===== config.mk =====
export PLATFORM = sky130hd
export DESIGN_NAME = r5fp_add_arb_flat
export DESIGN_NICKNAME = d
export VERILOG_FILES = /design/src/rtl/r5fp_add_arb_if.sv /design/src/rtl/r5fp_add_arb.sv /design/src/flat_wrapper.sv
export SDC_FILE = /design/constraint.sdc
export NUM_CORES = 1
export LEC_CHECK = 0
export ABC_CLOCK_PERIOD_IN_PS = 4550
export BUFFER_PORTS_ARGS = -buffer_cell sky130_fd_sc_hd__buf_2
export CAP_MARGIN = 20
export CORE_AREA = 2 2 173 107
export CTS_BUF_LIST = sky130_fd_sc_hd__clkbuf_4 sky130_fd_sc_hd__clkbuf_8
export DETAILED_ROUTE_END_ITERATION = 16
export DIE_AREA = 0 0 175 109
export PLACE_DENSITY_LB_ADDON = 0.1
export SYNTH_ARGS = -nofsm -noshare
export SYNTH_HDL_FRONTEND = slang
export SYNTH_SLANG_ARGS = --single-unit

===== constraint.sdc =====
create_clock -name clk -period 4.55 [get_ports clk]
set_clock_uncertainty 0.1 [all_clocks]
set_input_delay 0.455 -clock clk [delete_from_list [all_inputs] [get_ports clk]]
set_output_delay 0.455 -clock clk [all_outputs]
set_load 0.05 [all_outputs]

===== src/rtl/r5fp_add_arb_if.sv =====
// r5fp_add_arb_if: requester, datapath and response signals of the shared R5FP add arbiter.
// slave = arbiter side, master = environment side (requesters, datapath, consumer).
interface r5fp_add_arb_if #(
  parameter int unsigned EXP_W = 5,
  parameter int unsigned SIG_W = 6,
  parameter int unsigned NREQ  = 4
);
  localparam int unsigned FP_W = EXP_W + SIG_W + 1;
  localparam int unsigned IDW  = $clog2(NREQ);

  logic [NREQ-1:0]      req_valid;
  logic [NREQ-1:0]      req_ready;
  logic [NREQ*FP_W-1:0] req_a;
  logic [NREQ*FP_W-1:0] req_b;
  logic [NREQ*3-1:0]    req_rnd;

  logic                 dp_valid;
  logic [FP_W-1:0]      dp_a;
  logic [FP_W-1:0]      dp_b;
  logic [2:0]           dp_rnd;
  logic [FP_W-1:0]      dp_z;
  logic [7:0]           dp_status;

  logic                 rsp_valid;
  logic                 rsp_ready;
  logic [IDW-1:0]       rsp_id;
  logic [FP_W-1:0]      rsp_z;
  logic [7:0]           rsp_status;

  modport slave (
    input  req_valid, req_a, req_b, req_rnd, dp_z, dp_status, rsp_ready,
    output req_ready, dp_valid, dp_a, dp_b, dp_rnd, rsp_valid, rsp_id, rsp_z, rsp_status
  );

  modport master (
    output req_valid, req_a, req_b, req_rnd, dp_z, dp_status, rsp_ready,
    input  req_ready, dp_valid, dp_a, dp_b, dp_rnd, rsp_valid, rsp_id, rsp_z, rsp_status
  );
endinterface


===== src/rtl/r5fp_add_arb.sv =====
// r5fp_add_arb: round-robin scheduler sharing one fixed-latency R5FP add datapath among NREQ
// requesters. Tags ride a LAT-deep pipe alongside the datapath; results land in a credit-protected
// FIFO and leave in issue order with the requester id.
// Optional: define R5FP_ADD_ARB_STATS_EN to add saturating per-requester grant and stall counters.
module r5fp_add_arb #(
  parameter int unsigned EXP_W  = 5,
  parameter int unsigned SIG_W  = 6,
  parameter int unsigned NREQ   = 4,
  parameter int unsigned LAT    = 2,
  parameter int unsigned FIFO_D = 4
) (
  input  logic clk,
  input  logic reset,
  r5fp_add_arb_if.slave bus
`ifdef R5FP_ADD_ARB_STATS_EN
  ,
  output logic [NREQ*16-1:0] stat_grant,
  output logic [15:0]        stat_stall
`endif
);
  localparam int unsigned FP_W = EXP_W + SIG_W + 1;
  localparam int unsigned IDW  = $clog2(NREQ);
  localparam int unsigned PW   = (FIFO_D > 1) ? $clog2(FIFO_D) : 1;
  localparam int unsigned CW   = $clog2(FIFO_D + 1);

  typedef struct packed {
    logic [IDW-1:0]  id;
    logic [FP_W-1:0] z;
    logic [7:0]      status;
  } entry_t;

  logic [IDW-1:0]  rrPtr;
  logic [CW-1:0]   credCnt;
  logic [NREQ-1:0] grantVec;
  logic [IDW-1:0]  grantId;
  logic            grantHit;
  logic [IDW-1:0]  cand;
  int unsigned     sIdx;

  logic [FP_W-1:0] muxA;
  logic [FP_W-1:0] muxB;
  logic [2:0]      muxRnd;

  logic            dpValid;
  logic [FP_W-1:0] dpA;
  logic [FP_W-1:0] dpB;
  logic [2:0]      dpRnd;

  logic [LAT-1:0]  tagVld;
  logic [IDW-1:0]  tagId [LAT];

  entry_t          fifoMem [FIFO_D];
  entry_t          pushEntry;
  entry_t          head;
  logic [PW-1:0]   wrPtr;
  logic [PW-1:0]   rdPtr;
  logic [CW-1:0]   fifoCnt;
  logic            push;
  logic            pop;
  logic            rspValid;

  function automatic logic [PW-1:0] ptrInc(input logic [PW-1:0] p);
    return (p == PW'(FIFO_D - 1)) ? '0 : p + PW'(1);
  endfunction

  // Round-robin pick of the first valid requester at or after rrPtr while credits remain
  always_comb begin
    grantVec = '0;
    grantId  = '0;
    grantHit = 1'b0;
    cand     = '0;
    sIdx     = 0;
    if (!reset && credCnt != '0) begin
      for (int unsigned k = 0; k < NREQ; k++) begin
        sIdx = 32'(rrPtr) + k;
        if (sIdx >= NREQ) sIdx = sIdx - NREQ;
        cand = IDW'(sIdx);
        if (!grantHit && bus.req_valid[cand]) begin
          grantHit = 1'b1;
          grantId  = cand;
        end
      end
      if (grantHit) grantVec[grantId] = 1'b1;
    end
  end

  // Operand mux driven by the one-hot grant
  always_comb begin
    muxA   = '0;
    muxB   = '0;
    muxRnd = '0;
    for (int unsigned i = 0; i < NREQ; i++) begin
      if (grantVec[i]) begin
        muxA   = bus.req_a[i*FP_W +: FP_W];
        muxB   = bus.req_b[i*FP_W +: FP_W];
        muxRnd = bus.req_rnd[i*3 +: 3];
      end
    end
  end

  // Round-robin pointer moves just past the winner
  always_ff @(posedge clk or posedge reset) begin
    if (reset) begin
      rrPtr <= '0;
    end else if (grantHit) begin
      rrPtr <= (grantId == IDW'(NREQ - 1)) ? '0 : grantId + IDW'(1);
    end
  end

  // Credits cover in-flight ops plus FIFO occupancy so a push always finds room
  always_ff @(posedge clk or posedge reset) begin
    if (reset) begin
      credCnt <= CW'(FIFO_D);
    end else if (grantHit && !pop) begin
      credCnt <= credCnt - CW'(1);
    end else if (!grantHit && pop) begin
      credCnt <= credCnt + CW'(1);
    end
  end

  // Registered issue to the datapath
  always_ff @(posedge clk or posedge reset) begin
    if (reset) begin
      dpValid <= 1'b0;
      dpA     <= '0;
      dpB     <= '0;
      dpRnd   <= '0;
    end else begin
      dpValid <= grantHit;
      if (grantHit) begin
        dpA   <= muxA;
        dpB   <= muxB;
        dpRnd <= muxRnd;
      end
    end
  end

  // Tag pipe tracks which requester owns the result in each datapath stage
  always_ff @(posedge clk or posedge reset) begin
    if (reset) begin
      tagVld <= '0;
      for (int unsigned i = 0; i < LAT; i++) tagId[i] <= '0;
    end else begin
      tagVld[0] <= grantHit;
      tagId[0]  <= grantId;
      for (int unsigned i = 1; i < LAT; i++) begin
        tagVld[i] <= tagVld[i-1];
        tagId[i]  <= tagId[i-1];
      end
    end
  end

  assign push      = tagVld[LAT-1];
  assign rspValid  = (fifoCnt != '0);
  assign pop       = rspValid && bus.rsp_ready;
  assign pushEntry = '{id: tagId[LAT-1], z: bus.dp_z, status: bus.dp_status};
  assign head      = fifoMem[rdPtr];

  // Result storage; contents are don't-care until pushed
  always_ff @(posedge clk) begin
    if (push) fifoMem[wrPtr] <= pushEntry;
  end

  // FIFO pointers and occupancy
  always_ff @(posedge clk or posedge reset) begin
    if (reset) begin
      wrPtr   <= '0;
      rdPtr   <= '0;
      fifoCnt <= '0;
    end else begin
      if (push) wrPtr <= ptrInc(wrPtr);
      if (pop)  rdPtr <= ptrInc(rdPtr);
      if (push && !pop) begin
        fifoCnt <= fifoCnt + CW'(1);
      end else if (pop && !push) begin
        fifoCnt <= fifoCnt - CW'(1);
      end
    end
  end

  assign bus.req_ready  = grantVec;
  assign bus.dp_valid   = dpValid;
  assign bus.dp_a       = dpA;
  assign bus.dp_b       = dpB;
  assign bus.dp_rnd     = dpRnd;
  assign bus.rsp_valid  = rspValid;
  assign bus.rsp_id     = rspValid ? head.id     : '0;
  assign bus.rsp_z      = rspValid ? head.z      : '0;
  assign bus.rsp_status = rspValid ? head.status : '0;

`ifdef R5FP_ADD_ARB_STATS_EN
  logic [15:0] grantCnt [NREQ];
  logic [15:0] stallCnt;

  // Saturating per-requester grant and stall counters
  always_ff @(posedge clk or posedge reset) begin
    if (reset) begin
      for (int unsigned i = 0; i < NREQ; i++) grantCnt[i] <= '0;
      stallCnt <= '0;
    end else begin
      for (int unsigned i = 0; i < NREQ; i++) begin
        if (grantVec[i] && grantCnt[i] != 16'hFFFF) grantCnt[i] <= grantCnt[i] + 16'd1;
      end
      if (|bus.req_valid && !grantHit && stallCnt != 16'hFFFF) stallCnt <= stallCnt + 16'd1;
    end
  end

  // Flatten grant counters onto the output bus
  always_comb begin
    stat_grant = '0;
    for (int unsigned i = 0; i < NREQ; i++) stat_grant[i*16 +: 16] = grantCnt[i];
  end

  assign stat_stall = stallCnt;
`endif
endmodule


===== src/flat_wrapper.sv =====
// flat-port wrapper written by rule: the top's interface ports become plain ports
module r5fp_add_arb_flat 
#(
  parameter int unsigned EXP_W  = 5,
  parameter int unsigned SIG_W  = 6,
  parameter int unsigned NREQ   = 4,
  parameter int unsigned LAT    = 2,
  parameter int unsigned FIFO_D = 4
)
  (clk, reset, bus_req_valid, bus_req_a, bus_req_b, bus_req_rnd, bus_dp_z, bus_dp_status, bus_rsp_ready, bus_req_ready, bus_dp_valid, bus_dp_a, bus_dp_b, bus_dp_rnd, bus_rsp_valid, bus_rsp_id, bus_rsp_z, bus_rsp_status);
  r5fp_add_arb_if #(.EXP_W(EXP_W), .SIG_W(SIG_W), .NREQ(NREQ)) bus_i ();
  input  logic clk;
  input  logic reset;
  input wire logic [$bits(bus_i.req_valid)-1:0] bus_req_valid;
  input wire logic [$bits(bus_i.req_a)-1:0] bus_req_a;
  input wire logic [$bits(bus_i.req_b)-1:0] bus_req_b;
  input wire logic [$bits(bus_i.req_rnd)-1:0] bus_req_rnd;
  input wire logic [$bits(bus_i.dp_z)-1:0] bus_dp_z;
  input wire logic [$bits(bus_i.dp_status)-1:0] bus_dp_status;
  input wire logic [$bits(bus_i.rsp_ready)-1:0] bus_rsp_ready;
  output wire logic [$bits(bus_i.req_ready)-1:0] bus_req_ready;
  output wire logic [$bits(bus_i.dp_valid)-1:0] bus_dp_valid;
  output wire logic [$bits(bus_i.dp_a)-1:0] bus_dp_a;
  output wire logic [$bits(bus_i.dp_b)-1:0] bus_dp_b;
  output wire logic [$bits(bus_i.dp_rnd)-1:0] bus_dp_rnd;
  output wire logic [$bits(bus_i.rsp_valid)-1:0] bus_rsp_valid;
  output wire logic [$bits(bus_i.rsp_id)-1:0] bus_rsp_id;
  output wire logic [$bits(bus_i.rsp_z)-1:0] bus_rsp_z;
  output wire logic [$bits(bus_i.rsp_status)-1:0] bus_rsp_status;
  assign bus_i.req_valid = bus_req_valid;
  assign bus_i.req_a = bus_req_a;
  assign bus_i.req_b = bus_req_b;
  assign bus_i.req_rnd = bus_req_rnd;
  assign bus_i.dp_z = bus_dp_z;
  assign bus_i.dp_status = bus_dp_status;
  assign bus_i.rsp_ready = bus_rsp_ready;
  assign bus_req_ready = bus_i.req_ready;
  assign bus_dp_valid = bus_i.dp_valid;
  assign bus_dp_a = bus_i.dp_a;
  assign bus_dp_b = bus_i.dp_b;
  assign bus_dp_rnd = bus_i.dp_rnd;
  assign bus_rsp_valid = bus_i.rsp_valid;
  assign bus_rsp_id = bus_i.rsp_id;
  assign bus_rsp_z = bus_i.rsp_z;
  assign bus_rsp_status = bus_i.rsp_status;
  r5fp_add_arb #(.EXP_W(EXP_W), .SIG_W(SIG_W), .NREQ(NREQ), .LAT(LAT), .FIFO_D(FIFO_D)) u_core (.clk(clk), .reset(reset), .bus(bus_i));
endmodule

==> flow_summary_export.csv <==
group,metric,value,unit
status,status,"complete, no violations",
timing,drv_slew,0,
clock_tree,cts_tree,"built",
clock_tree,cts_buffers,17,
timing,fmax,340.4,MHz
detailed_routing,drc,0,
worst_hold_path,hold_class,"primary input to flip-flop",
timing,worst_slew_pin_slew,0.9159,ns
critical_path,endpoint,"bus_rsp_id[0]",
clock_tree,cts.path.max_buffers,2,
global_routing,grt_max_degree,54,
final_layout,fill_cells,1623,
critical_path,startpoint_type,"flip-flop",
synthesis,syn_area,6033,um^2
synthesis,ys_seq_elements,133,
synthesis,syn_nets,531,
timing,rsz0062_at_grt,"no",
timing,timing.final.crit_share,0.6456,
floorplanning,dieArea,19080,um^2
global_routing,track_usage,0.1499,
critical_path,path_max_fanout,25,
pwr,p_per_area,732.9,nW/um^2
clock_tree,clk_pin_slew_worst_paths,0.09,ns
critical_path,required,3.99,ns
synthesis,yosysSeqAreaShare,0.6248,
place,preCtsSetupSlack,1.696,ns
place,dpl-instance-area,7197,um^2
pwr,power.leakage,0.003086,uW
timing,layout_min_cycle_time,2.937,ns
synthesis,yosys.area.top_type,"edfxtp_1",
critical_path,rr_worst_depth,8,
detailed_routing,antenna_left,0,
detailed_routing,firstDrtPassIters,4,
global_routing,grt_pass1_wl,21.56,mm
final_layout,final_nets,724,
place,numPlacedInstances,799,
place,dp_hpwl,9.883,mm
clock_tree,cts_root_buf,"clkbuf_8",
synthesis,synth_edf_count,88,
timing,setup_violations,0,
final_layout,ff_latch_area,3771,um^2
detailed_routing,wl_per_cell,17.01,um
floorplanning,chipHeight,109,um
synthesis,synth_cell_types,44,
detailed_routing,via_per_inst,4.856,
synthesis,synth-main-ff-cell,"edfxtp_1",
timing,final-hold-violation-count,0,
detailed_routing,wirelength,14.17,mm
synthesis,async_reset_ff_frac,0.3383,
critical_path,critPathLaunch,"u_core.rdPtr[0]",
floorplanning,fp.coreArea,17640,um^2
final_layout,multiInputGateArea,2059,um^2
floorplanning,ios,190,
synthesis,yosysWarnings,0,
final_layout,antennaDiodeCount,0,
synthesis,avgSynthCellArea,15.59,um^2
critical_path,rr_endpoint,"u_core.fifoCnt[2]",
floorplanning,start_util,0.3420,
timing,slew_headroom,0.3879,
floorplanning,rows,38,
place,io_buffer_count,189,
final_layout,syn_to_final_growth,26.28,%
run,drv_cap,0,
synthesis,syn_inst,387,
place,gp_congestion,0.7167,
global_routing,antenna_found_initial,0,
synthesis,yosys.area.top_type_share,0.4380,
final_layout,drive_above_1_share,0.4857,
timing,setup_tns,0,ns
floorplanning,die_w,175,um
critical_path,cp_data_arrival_time,2.38,ns
clock_tree,h-tree-depth,4,
critical_path,r2r_slack,1.74,ns
timing,setup_ws,1.613,ns
global_routing,overflow,0,
critical_path,cpPeakStageDelay,0.93,ns
final_layout,final_cells,833,
clock_tree,clk_latency,0.44,ns
global_routing,grt_pass1_vias,3963,
critical_path,crit_type,"flip-flop to output port",
detailed_routing,drt_iter0_markers,164,
critical_path,cp-end-kind,"output port",
critical_path,cp_slowest_cell,"dfrtp_2",
clock_tree,cts.sinks,133,
pwr,vdd_drop_max,0.4035,mV
critical_path,cp_cell_sequence,"mux4_2 > and2_1 > buf_2",
final_layout,final_area,7619,um^2
detailed_routing,vias,4045,
synthesis,yosys-top-cells-area,"edfxtp_1 (44%), dfrtp_1 (18%), mux4_2 (8.2%), a221oi_2 (5.0%), mux2i_1 (4.5%)",
critical_path,timing.rr.start,"u_core.fifoCnt[0]",
==> cells in the mapped netlist, types with 2 or more instances <==
library cell / count
or3_1: 2
mux2_2: 3
a221oi_1: 6
buf_4: 4
dfrtp_1: 44
buf_6: 5
buf_2: 10
a221oi_2: 20
a21oi_1: 2
mux4_2: 22
and2_1: 26
clkbuf_1: 6
edfxtp_1: 88
xor2_1: 4
o32ai_1: 2
o22ai_1: 26
inv_1: 11
o21ai_0: 5
xnor2_1: 2
nor2_1: 35
nor3_1: 4
ha_1: 7
mux2i_1: 27
o21a_1: 2
nand2_1: 4
fa_1: 2
==> cells in the final DEF (no fill, tap or decap), types with 3 or more instances in the layout <==
cell type / synthesis / final
buf_2: 10 / 189
edfxtp_1: 88 / 88
dfrtp_1: 44 / 43
nor2_1: 35 / 35
mux2i_1: 27 / 27
o22ai_1: 26 / 26
and2_1: 26 / 26
mux4_2: 22 / 22
a221oi_2: 20 / 20
clkbuf_8: 0 / 17
inv_1: 11 / 10
ha_1: 7 / 7
a221oi_1: 6 / 6
buf_4: 4 / 6
o21ai_0: 5 / 5
inv_6: 0 / 5
nor3_1: 4 / 4
nand2_1: 4 / 4
xor2_1: 4 / 4
clkinvlp_4: 0 / 4
inv_8: 0 / 4
mux2_2: 3 / 3
==> critical path, delay by kind of cell (launching register included) <==
| kind | cells | cell delay (ns) |
|---|---|---|
| flops | 1 | 0.93 |
| mux | 1 | 0.59 |
| simple gates | 1 | 0.19 |
| buf+inv | 1 | 0.22 |
==> cells by family after synthesis <==
group,share of synthesized area
flops,0.6248
simple gates,0.06470
compound gates,0.1143
mux,0.1325
buf+inv,0.03380
fa+ha+maj,0.02115
xor+xnor,0.008710
==> layer usage <==
| layer | GRT usage | wire length [um] | vias to the layer above |
|---|---|---|---|
| li1 | - | - | 1901 |
| met1 | 0.2113 | 6757 | 2054 |
| met2 | 0.2295 | 6754 | 79 |
| met3 | 0.03522 | 497 | 11 |
| met4 | 0.05000 | 162 | 0 |
| met5 | 0 | 0 | - |
==> worst min-delay path by stage <==
| stage | endpoint | cells after the start | slack (ns) | startpoint |
|---|---|---|---|---|
| after global placement | u_core.pushEntry[21] | 0 | 0.24 | u_core.tagId[3] |
| after detailed placement | u_core.pushEntry[20] | 0 | 0.24 | u_core.tagId[2] |
| after CTS | u_core.fifoMem[3][9] | 1 | 0.09 | bus_dp_z[1] |
| after global routing | u_core.fifoMem[0][9] | 1 | 0.08 | bus_dp_z[1] |
| after floorplan | u_core.pushEntry[20] | 0 | 0.23 | u_core.tagId[2] |
| final | u_core.fifoMem[3][9] | 1 | 0.12 | bus_dp_z[1] |
==> repair_timing <==
action / 4_1_cts / 5_1_grt
hold buffers: 0 / 1
hold endpoints to repair: 0 / 6
setup buffers: 0 / 0
gates resized for setup: 0 / 0
==> metrics by stage <==
| stage | util | hold slack, ns | power (uW) |
|---|---|---|---|
| after CTS | 0.4302 | 0.08938 | 5671 |
| after global placement | 0.4063 | 0.2381 | 4610 |
| final | 0.4319 | 0.1215 | 5583 |
| after floorplan | - | 0.2312 | 4008 |
| after detailed placement | 0.4080 | 0.2395 | 4671 |
| after global routing | 0.4319 | 0.07997 | 5916 |
==> sequential cells by signal, summed over array words and instances (netlist names), 3 cells and up <==
register,flops
u_core.fifoMem,88
u_core.bus.dp_a,12
u_core.bus.dp_b,12
u_core.bus.dp_rnd,3
u_core.credCnt,3
u_core.fifoCnt,3
==> power by group <==
part	leakage (uW)	internal, uW	switching, uW
clock network	0.000188	455	528
registers	0.00132	1650	241
logic	0.00158	886	1820
total	0.00309	2990	2590
==> layout make-up <==
| type | instances | area share |
|---|---|---|
| inverter | 12 | 0.005912 |
| clock inverter | 15 | 0.02069 |
| sequential | 133 | 0.4950 |
| multi-input combinational | 217 | 0.2703 |
| timing repair buffer | 199 | 0.1380 |
| clock buffer | 17 | 0.03071 |
| tap | 240 | 0.03942 |
No activity file was read; power rests on OpenSTA's default activity.
